`src/rtl/v60_regfile_ctrl.sv`:
```
// V60 register-file write-port arbiter and PUSHM/POPM/STM/LDM register-list sequencer.
// Optional macro V60_REGCTRL_FWD_EN enables EX->store data forwarding.
module v60_regfile_ctrl #(
   parameter int NUM_REGS = 32,
   parameter int DATA_W   = 32,
   parameter int AW       = 5
) (
   input  logic                clk,
   input  logic                rst_n,
   input  logic                ex_wen,
   input  logic [AW-1:0]       ex_waddr,
   input  logic [DATA_W-1:0]   ex_wdata,
   input  logic                ld_req,
   input  logic [AW-1:0]       ld_waddr,
   input  logic [DATA_W-1:0]   ld_wdata,
   output logic                ld_ack,
   input  logic [AW-1:0]       dec_raddr2,
   output logic                dec_stall,
   input  logic                mr_start,
   input  logic                mr_dir,
   input  logic                mr_rev,
   input  logic [NUM_REGS-1:0] mr_mask,
   output logic                mr_busy,
   output logic                mr_done,
   output logic [5:0]          mr_count,
   output logic                mem_wvalid,
   output logic [AW-1:0]       mem_wreg,
   output logic [DATA_W-1:0]   mem_wdata,
   input  logic                mem_wready,
   input  logic                mem_rvalid,
   input  logic [DATA_W-1:0]   mem_rdata,
   output logic                mem_rready,
   output logic [AW-1:0]       rf_raddr2,
   input  logic [DATA_W-1:0]   rf_rdata2,
   output logic [AW-1:0]       rf_waddr,
   output logic [DATA_W-1:0]   rf_wdata,
   output logic                rf_wen
);

   typedef enum logic [1:0] {
      IDLE  = 2'd0,
      STORE = 2'd1,
      LOAD  = 2'd2,
      DONE  = 2'd3
   } state_t;

   state_t              state, state_nxt;
   logic [NUM_REGS-1:0] pend, pend_nxt;
   logic [5:0]          cnt, cnt_nxt;
   logic                rev, rev_nxt;
   logic [AW-1:0]       cur;
   logic [NUM_REGS-1:0] cur_bit;
   logic [NUM_REGS-1:0] pend_clr;
   logic [DATA_W-1:0]   store_data;
   logic                load_beat;

   // Lowest pending register when ascending, highest when descending.
   always_comb begin
      cur = '0;
      if (rev) begin
         for (int i = 0; i < NUM_REGS; i++) begin
            if (pend[i]) cur = AW'(i);
         end
      end else begin
         for (int i = NUM_REGS - 1; i >= 0; i--) begin
            if (pend[i]) cur = AW'(i);
         end
      end
   end

   assign cur_bit  = NUM_REGS'(1) << cur;
   assign pend_clr = pend & ~cur_bit;

`ifdef V60_REGCTRL_FWD_EN
   assign store_data = (ex_wen && (ex_waddr == cur)) ? ex_wdata : rf_rdata2;
`else
   assign store_data = rf_rdata2;
`endif

   always_ff @(posedge clk or negedge rst_n) begin
      if (!rst_n) begin
         state <= IDLE;
         pend  <= '0;
         cnt   <= '0;
         rev   <= 1'b0;
      end else begin
         state <= state_nxt;
         pend  <= pend_nxt;
         cnt   <= cnt_nxt;
         rev   <= rev_nxt;
      end
   end

   always_comb begin
      state_nxt  = state;
      pend_nxt   = pend;
      cnt_nxt    = cnt;
      rev_nxt    = rev;
      mr_busy    = (state != IDLE);
      mr_done    = 1'b0;
      dec_stall  = 1'b0;
      rf_raddr2  = dec_raddr2;
      mem_wvalid = 1'b0;
      mem_wreg   = cur;
      mem_wdata  = store_data;
      mem_rready = 1'b0;
      load_beat  = 1'b0;
      case (state)
         IDLE: begin
            if (mr_start) begin
               pend_nxt = mr_mask;
               cnt_nxt  = '0;
               rev_nxt  = mr_rev;
               if (mr_mask == '0) state_nxt = DONE;
               else if (mr_dir)   state_nxt = LOAD;
               else               state_nxt = STORE;
            end
         end
         STORE: begin
            dec_stall  = 1'b1;
            rf_raddr2  = cur;
            mem_wvalid = 1'b1;
            if (mem_wready) begin
               pend_nxt = pend_clr;
               cnt_nxt  = cnt + 6'd1;
               if (pend_clr == '0) state_nxt = DONE;
            end
         end
         LOAD: begin
            // EX owns the write port whenever it fires, so the beat waits.
            mem_rready = !ex_wen;
            if (mem_rvalid && !ex_wen) begin
               load_beat = 1'b1;
               pend_nxt  = pend_clr;
               cnt_nxt   = cnt + 6'd1;
               if (pend_clr == '0) state_nxt = DONE;
            end
         end
         DONE: begin
            mr_done   = 1'b1;
            state_nxt = IDLE;
         end
         default: state_nxt = IDLE;
      endcase
   end

   assign mr_count = cnt;

   // Write port: EX, then sequencer load beat, then load return.
   always_comb begin
      rf_wen   = 1'b0;
      rf_waddr = ex_waddr;
      rf_wdata = ex_wdata;
      ld_ack   = 1'b0;
      if (ex_wen) begin
         rf_wen = 1'b1;
      end else if (load_beat) begin
         rf_wen   = 1'b1;
         rf_waddr = cur;
         rf_wdata = mem_rdata;
      end else if (ld_req) begin
         rf_wen   = 1'b1;
         rf_waddr = ld_waddr;
         rf_wdata = ld_wdata;
         ld_ack   = 1'b1;
      end
   end

endmodule

```
`config.mk`:
```
export PLATFORM = sky130hd
export DESIGN_NAME = v60_regfile_ctrl
export DESIGN_NICKNAME = d
export VERILOG_FILES = /design/src/rtl/v60_regfile_ctrl.sv
export SDC_FILE = /design/constraint.sdc
export NUM_CORES = 1
export LEC_CHECK = 0
export CAP_MARGIN = 15
export CELL_PAD_IN_SITES_DETAIL_PLACEMENT = 1
export CELL_PAD_IN_SITES_GLOBAL_PLACEMENT = 1
export CORE_MARGIN = 4
export CORE_UTILIZATION = 26
export CTS_BUF_LIST = sky130_fd_sc_hd__clkbuf_16
export CTS_CLUSTER_DIAMETER = 30
export DETAILED_ROUTE_END_ITERATION = 8
export PLACE_DENSITY = 0.95
export SLEW_MARGIN = 30
export SYNTH_ARGS = -nofsm -noshare
export SYNTH_HDL_FRONTEND = slang
export SYNTH_SLANG_ARGS = --single-unit
export TNS_END_PERCENT = 5
```
`constraint.sdc`:
```
create_clock -name clk -period 8.2 [get_ports clk]
set_input_delay 1.64 -clock clk [delete_from_list [all_inputs] [get_ports clk]]
set_output_delay 1.64 -clock clk [all_outputs]
set_load 0.01 [all_outputs]
```
==> summary.md, run 1 <==
| Metric | Value |
|---|---|
| Number of synthesized flops with an enable pin | `0` |
| Die H | `135 um` |
| NumNets Final | `903` |
| Met1 usage | `32.0%` |
| Skew-Pair Late Insertion Delay | `0.28 ns` |
| Final ANT Viol Nets | `0` |
| DRT iter0 DRCs | `506` |
| Register area share after synthesis | `24.5%` |
| Arrival @ worst endpoint | `4.77 ns` |
| Fin crit share | `78.2%` |
| Mean Syn Cell Area | `7.42 um2` |
| I/O pins | `276` |
| CTS Hold Bufs | `0` |
| Cell area after synthesis | `4190 um2` |
| FF+latch count, synth | `41` |
| CTS resizes | `0` |
| Worst slew pin tran | `0.819 ns` |
| Grt peak-use layer | `met2` |
| Final min period | `6.41 ns` |
| Max transition margin | `45.4%` |
| Clk pin slew, worst setup/hold paths | `0.06 ns` |
| Largest net degree at the start of global routing | `43` |
| Gpl congestion | `0.968` |
| Element type at the critical path end | `output port` |
| TNS Setup | `0 ns` |
| GRT Overall Usage | `22.8%` |
| Most frequent cell after synthesis | `nand2_1` |
| # fillers | `1914` |
| Global-route wire length before repair | `32.3 mm` |
| Initial Util | `26.5%` |
| Vias post-DR | `5191` |
| Synth area leader | `dfrtp_1` |
| Share of layout cells above drive strength 1 | `4.35%` |
| Fmax | `156 MHz` |
| Antenna cell count | `0` |
| Worst setup SP type | `input port` |
| CP top delay family | `buffers and inverters` |
| DRT Pass-1 Iters | `9` |
| Synth Flop Type | `dfrtp_1` |
| Syn Inst Count | `565` |
| RSZ-0062 raised after global routing | `false` |
| GR Util met2 | `32.9%` |
| Number of max-cap violations | `0` |
| Total power | `2.21 mW` |
| Port bufs | `211` |
| Worst stage delay on the critical path | `0.77 ns` |
| Worst-path fanout max | `41` |
| Share of Yosys cell area claimed by the top area cell type | `24.5%` |
| Final hold violations | `0` |
| Htree depth | `2` |
| Top cells by count, synth | `nand2_1 (70), inv_1 (50), o21ai_0 (49)` |
| Sink Count | `41` |
| Routed WL per cell | `23.3 um` |
| Via density | `5.59` |
| Row count | `46` |
| Setup Viol. Count Final | `0` |
| Slowest-stage cell, CP | `a222oi_1` |
| Status | `completed` |
| Synth top area cells | `dfrtp_1 (24%), a222oi_1 (7.6%), a22o_1 (6.9%)` |
| Worst Path Class, Setup | `input port to output port` |
| Post-CTS Setup Bufs | `0` |
| CTS tree | `done` |
| Die area | `18200 um2` |
| Pleak | `2.54 nW` |
| Met3 Use GR | `8.23%` |
| Power Density | `349 nW/um2` |
| GRT Residual Overflow | `0` |
| Drt drc | `0` |
| CTS max path bufs | `2` |
| Post-synth net total | `755` |
| Initial antenna violation count | `3` |
| Critical Path, Cell by Cell | `clkdlybuf4s50_1 -> nor2b_1 -> and2_1 -> buf_4 -> o21bai_2 -> buf_4 -> a222oi_1 -> inv_1 -> clkdlybuf4s50_1` |
| Area growth, synth to finish | `51.2%` |
| DPL Wire Length | `17.3 mm` |
| Synth Warn # | `0` |
| Max Slew Vio Count | `0` |
| Worst Path Required | `6.56 ns` |
| Clock root cell | `clkbuf_16` |
| Ys async rst share | `100%` |
| Die Width | `135 um` |
| Distinct cells, synth | `61` |
| Routed WL | `21.6 mm` |
| Worst hold path class | `flip-flop to flip-flop` |
| Placeable Area | `15800 um2` |
| Cts bufs inserted | `5` |
| CP bufs+invs | `5` |
| Vias in the first global route | `5365` |
| Worst vdd ir | `0.000132 V` |
| Final setup skew | `0.00399 ns` |
## sequential cells by signal, indices dropped and copies added (netlist names)
register / count
pend: 32
mr_count: 6
state: 2
rev: 1
## layout by cell type (no fill, tap or decap), types with 4 or more instances in the layout
cell	synthesis	final
or3_1	7	7
inv_1	50	51
clkdlybuf4s50_1	0	210
nand3_1	8	8
mux2i_1	4	4
o21ai_0	49	49
clkbuf_16	0	5
a22o_1	33	33
dfrtp_1	41	41
or4_1	4	4
and2_1	5	5
a22oi_1	7	7
o22ai_1	4	4
ha_1	6	6
a222oi_1	32	32
nor4_1	18	18
nand2b_1	5	5
o31ai_1	4	4
nand2_1	70	70
a221oi_1	4	4
a31oi_1	4	4
a21oi_1	22	22
o21a_1	4	4
buf_4	33	7
nor2_1	31	29
nor2b_1	4	4
nor3_1	15	15
o311ai_0	4	4
mux2_2	5	5
## logic make-up after synthesis
kind of cell | Yosys count | synth area share, %
flip-flops | 41 | 24.5
AND/OR/NAND/NOR | 181 | 21.0
multiplexers | 9 | 2.30
AO/OA/AOI/OAI | 199 | 35.4
adder cells (fa/ha/maj) | 7 | 2.03
buffers and inverters | 128 | 14.8
## power breakdown
part / internal (mW) / switching, mW / leakage (nW)
clock network: 0.109 / 0.0768 / 0.0685
logic: 0.618 / 0.890 / 1.96
registers: 0.295 / 0.221 / 0.515
## final cells by class
class	instances	area (um2)	area share, %
clock inverters	2	7.51	0.118
multi-input cells	396	2560	40.3
well taps	216	270	4.26
repair buffers	217	2150	34.0
clock buffers	5	125	1.97
flip-flops and latches	41	1030	16.2
inverters	52	198	3.12
## per-layer routing
metal  share of wire [%]  up-vias
li1                    -     2380
met1                  43     2535
met2                  44      234
met3                  10       38
met4                 2.1        4
met5                0.12        -
## tightest hold or removal path, cell delays in order, from the launching register on
cell and delay [ns]:
dfrtp_1 0.38, nand2_1 0.06, nand2_1 0.05
## worst paths after layout
path	start	to	slack, ns	cells after the start
min in group asynchronous	rst_n	mr_count[1]$_DFFE_PN0P_	1.34	1
worst max register to register	rev$_DFFE_PN0P_	state[0]$_DFFE_PN0P_	3.59	11
worst min register to register	mr_count[1]$_DFFE_PN0P_	mr_count[1]$_DFFE_PN0P_	0.53	2
max in group asynchronous	rst_n	pend[11]$_DFFE_PN0P_	6.48	1
worst min-delay path	mr_count[1]$_DFFE_PN0P_	mr_count[1]$_DFFE_PN0P_	0.53	2
worst max-delay path	ex_wen	rf_wdata[1]	1.79	9
## stage by stage
| step | util, % | hold slack [ns] | worst slack, ns | cell area (um2) | cells |
|---|---|---|---|---|---|
| final | 40.0 | 0.532 | 1.79 | 6340 | 929 |
| after global placement | 39.2 | 0.515 | 1.88 | 6200 | 922 |
| after detailed placement | 39.2 | 0.531 | 1.82 | 6200 | 922 |
| after CTS | 40.0 | 0.545 | 1.80 | 6340 | 929 |
| after floorplan | - | 0.524 | 3.28 | 4190 | 565 |
| after global routing | 40.0 | 0.583 | 1.60 | 6340 | 929 |
No activity file was read; power rests on OpenSTA's default activity.
==> run 2: changes to the inputs <==
--- a/config.mk
+++ b/config.mk
@@ -9,11 +9,11 @@
 export CELL_PAD_IN_SITES_DETAIL_PLACEMENT = 1
 export CELL_PAD_IN_SITES_GLOBAL_PLACEMENT = 1
 export CORE_MARGIN = 4
-export CORE_UTILIZATION = 26
+export CORE_UTILIZATION = 25
 export CTS_BUF_LIST = sky130_fd_sc_hd__clkbuf_16
 export CTS_CLUSTER_DIAMETER = 30
 export DETAILED_ROUTE_END_ITERATION = 8
-export PLACE_DENSITY = 0.95
+export PLACE_DENSITY = 0.93
 export SLEW_MARGIN = 30
 export SYNTH_ARGS = -nofsm -noshare
 export SYNTH_HDL_FRONTEND = slang
==> constraint.sdc (replaced) <==
create_clock -name clk -period 6.5 [get_ports clk]
set_input_delay 1.3 -clock clk [delete_from_list [all_inputs] [get_ports clk]]
set_output_delay 1.3 -clock clk [all_outputs]
set_load 0.01 [all_outputs]
==> run 2 against run 1 <==
Register-to-register slack got worse by 1.8 ns. Count of clock-buffer cells in the layout unchanged. Flip-flop and latch count unchanged. Utilization decreased by 1.5 points. Setup slack got worse by 1.1 ns. Power increased by 29%. Sequential share of layout area decreased by 0.098 points. Hold slack improved by 0.0063 ns.
==> summary.md, run 2 (same netlist as run 1, synthesis figures left out) <==
| Metric | Value |
|---|---|
| Slowest-stage cell, CP | `a222oi_1` |
| Row count | `47` |
| Worst-path fanout max | `34` |
| Fmax | `171 MHz` |
| Worst hold path class | `flip-flop to flip-flop` |
| Routed WL | `21.4 mm` |
| Most common cell after layout, fill and taps aside | `clkdlybuf4s50_1` |
| Placeable Area | `16500 um2` |
| R2R Setup Slk | `1.82 ns` |
| Die Width | `137 um` |
| DPL Wire Length | `17.0 mm` |
| Initial antenna violation count | `1` |
| Share of layout cells above drive strength 1 | `4.62%` |
| Fin crit share | `90.0%` |
| TNS Setup | `0 ns` |
| Sink Count | `41` |
| Crit Reg-Reg Endpoint | `state[0]$_DFFE_PN0P_` |
| Initial Util | `25.4%` |
| Final hold violations | `0` |
| Skew-Pair Late Insertion Delay | `0.29 ns` |
| Total power | `2.85 mW` |
| Post-CTS Setup Bufs | `0` |
| Worst setup SP type | `input port` |
| Antenna cell count | `0` |
| Final ANT Viol Nets | `0` |
| Gpl congestion | `0.969` |
| CTS max path bufs | `2` |
| CTS Hold Bufs | `0` |
| Final min period | `5.85 ns` |
| Setup crit start | `ex_wen` |
| DP Area | `6210 um2` |
| Port bufs | `211` |
| DRT Pass-1 Iters | `8` |
| GRT Overall Usage | `21.6%` |
| CTS tree | `done` |
| CTS resizes | `0` |
| Final setup skew | `0.0107 ns` |
| Clock root cell | `clkbuf_16` |
| Placed cells | `926` |
| Register with the most flip-flops | `pend` |
| Arrival @ worst endpoint | `4.55 ns` |
| GRT Residual Overflow | `0` |
| CP Capture Point | `rf_wdata[31]` |
| Max transition margin | `43.2%` |
| Worst vdd ir | `0.000175 V` |
| Power Density | `447 nW/um2` |
| CP top delay family | `buffers and inverters` |
| Reg2reg start | `pend[15]$_DFFE_PN0P_` |
| Max Slew Vio Count | `0` |
| Die area | `18900 um2` |
| Setup Viol. Count Final | `0` |
| Via density | `5.59` |
| Largest register FFs | `32` |
| RSZ-0062 raised after global routing | `false` |
| Number of max-cap violations | `0` |
| Vias in the first global route | `5351` |
| Drt drc | `0` |
| Worst Path Required | `5.20 ns` |
| CP bufs+invs | `5` |
| # fillers | `1947` |
| Vias post-DR | `5220` |
| Routed WL per cell | `22.9 um` |
| Pleak | `2.55 nW` |
| Worst slew pin tran | `0.851 ns` |
| Hold_ws | `0.538 ns` |
| Htree depth | `2` |
| Clk pin slew, worst setup/hold paths | `0.06 ns` |
| NumNets Final | `903` |
| Worst Path Class, Setup | `input port to output port` |
| Worst Reg-to-Reg Cells | `11` |
| Element type at the critical path end | `output port` |
| Worst stage delay on the critical path | `0.76 ns` |
| Number of cells on the critical path | `9` |
| Die H | `137 um` |
| Global-route wire length before repair | `31.4 mm` |
| Finished Layout Cells | `934` |
| DRT iter0 DRCs | `636` |
| Area growth, synth to finish | `52.1%` |
| Cts bufs inserted | `5` |
| Critical Path, Cell by Cell | `clkdlybuf4s50_1 -> nor2b_1 -> and2_1 -> buf_4 -> nor3b_2 -> buf_4 -> a222oi_1 -> inv_1 -> clkdlybuf4s50_1` |
| Largest net degree at the start of global routing | `43` |
| Status | `completed` |
| I/O pins | `276` |
| Final instance area | `6380 um2` |
| Most frequent cells in the layout | `clkdlybuf4s50_1 (210), nand2_1 (70), inv_1 (50)` |
run 2: metal layers:
layer  vias up  wire length, um  global-route usage [%]
met5         -                8                       0
met1      2566             9200                    30.1
met2       232             9730                    32.1
met3        40             2010                    7.01
met4         2              444                    5.71
li1       2380                -                       -
run 2: how the worst min path moves through the flow:
stage                                  startpoint                 endpoint  slack [ns]  cells after the start
final                     mr_count[1]$_DFFE_PN0P_  mr_count[1]$_DFFE_PN0P_        0.54                      2
after floorplan              pend[12]$_DFFE_PN0P_     pend[12]$_DFFE_PN0P_        0.52                      1
after global routing      mr_count[1]$_DFFE_PN0P_  mr_count[1]$_DFFE_PN0P_        0.61                      2
after detailed placement  mr_count[1]$_DFFE_PN0P_  mr_count[1]$_DFFE_PN0P_        0.53                      2
after global placement    mr_count[1]$_DFFE_PN0P_  mr_count[1]$_DFFE_PN0P_        0.52                      2
after CTS                 mr_count[1]$_DFFE_PN0P_  mr_count[1]$_DFFE_PN0P_        0.54                      2
run 2: worst min-delay path: stages (launching register included):
cell and delay, ns:
dfrtp_1 0.39, nand2_1 0.07, nand2_1 0.05
run 2: layout make-up:
class | count | area (um2) | share of cell area, %
clock buffer | 5 | 125 | 1.96
multi-input combinational | 396 | 2560 | 40.1
inverter | 52 | 198 | 3.10
timing repair buffer | 217 | 2150 | 33.8
tap | 220 | 275 | 4.32
sequential | 41 | 1030 | 16.1
clock inverter | 3 | 41.3 | 0.647
run 2: power by group:
part           leakage [nW]  switching (mW)  internal [mW]
registers             0.515           0.280          0.372
clock network        0.0775           0.104          0.180
logic                  1.96            1.13          0.781
run 2: stage by stage:
stage	worst slack [ns]	util, %
final	0.649	38.6
after global routing	0.486	38.6
after CTS	0.746	38.6
after detailed placement	0.751	37.6
after global placement	0.825	37.6
after floorplan	2.26	-
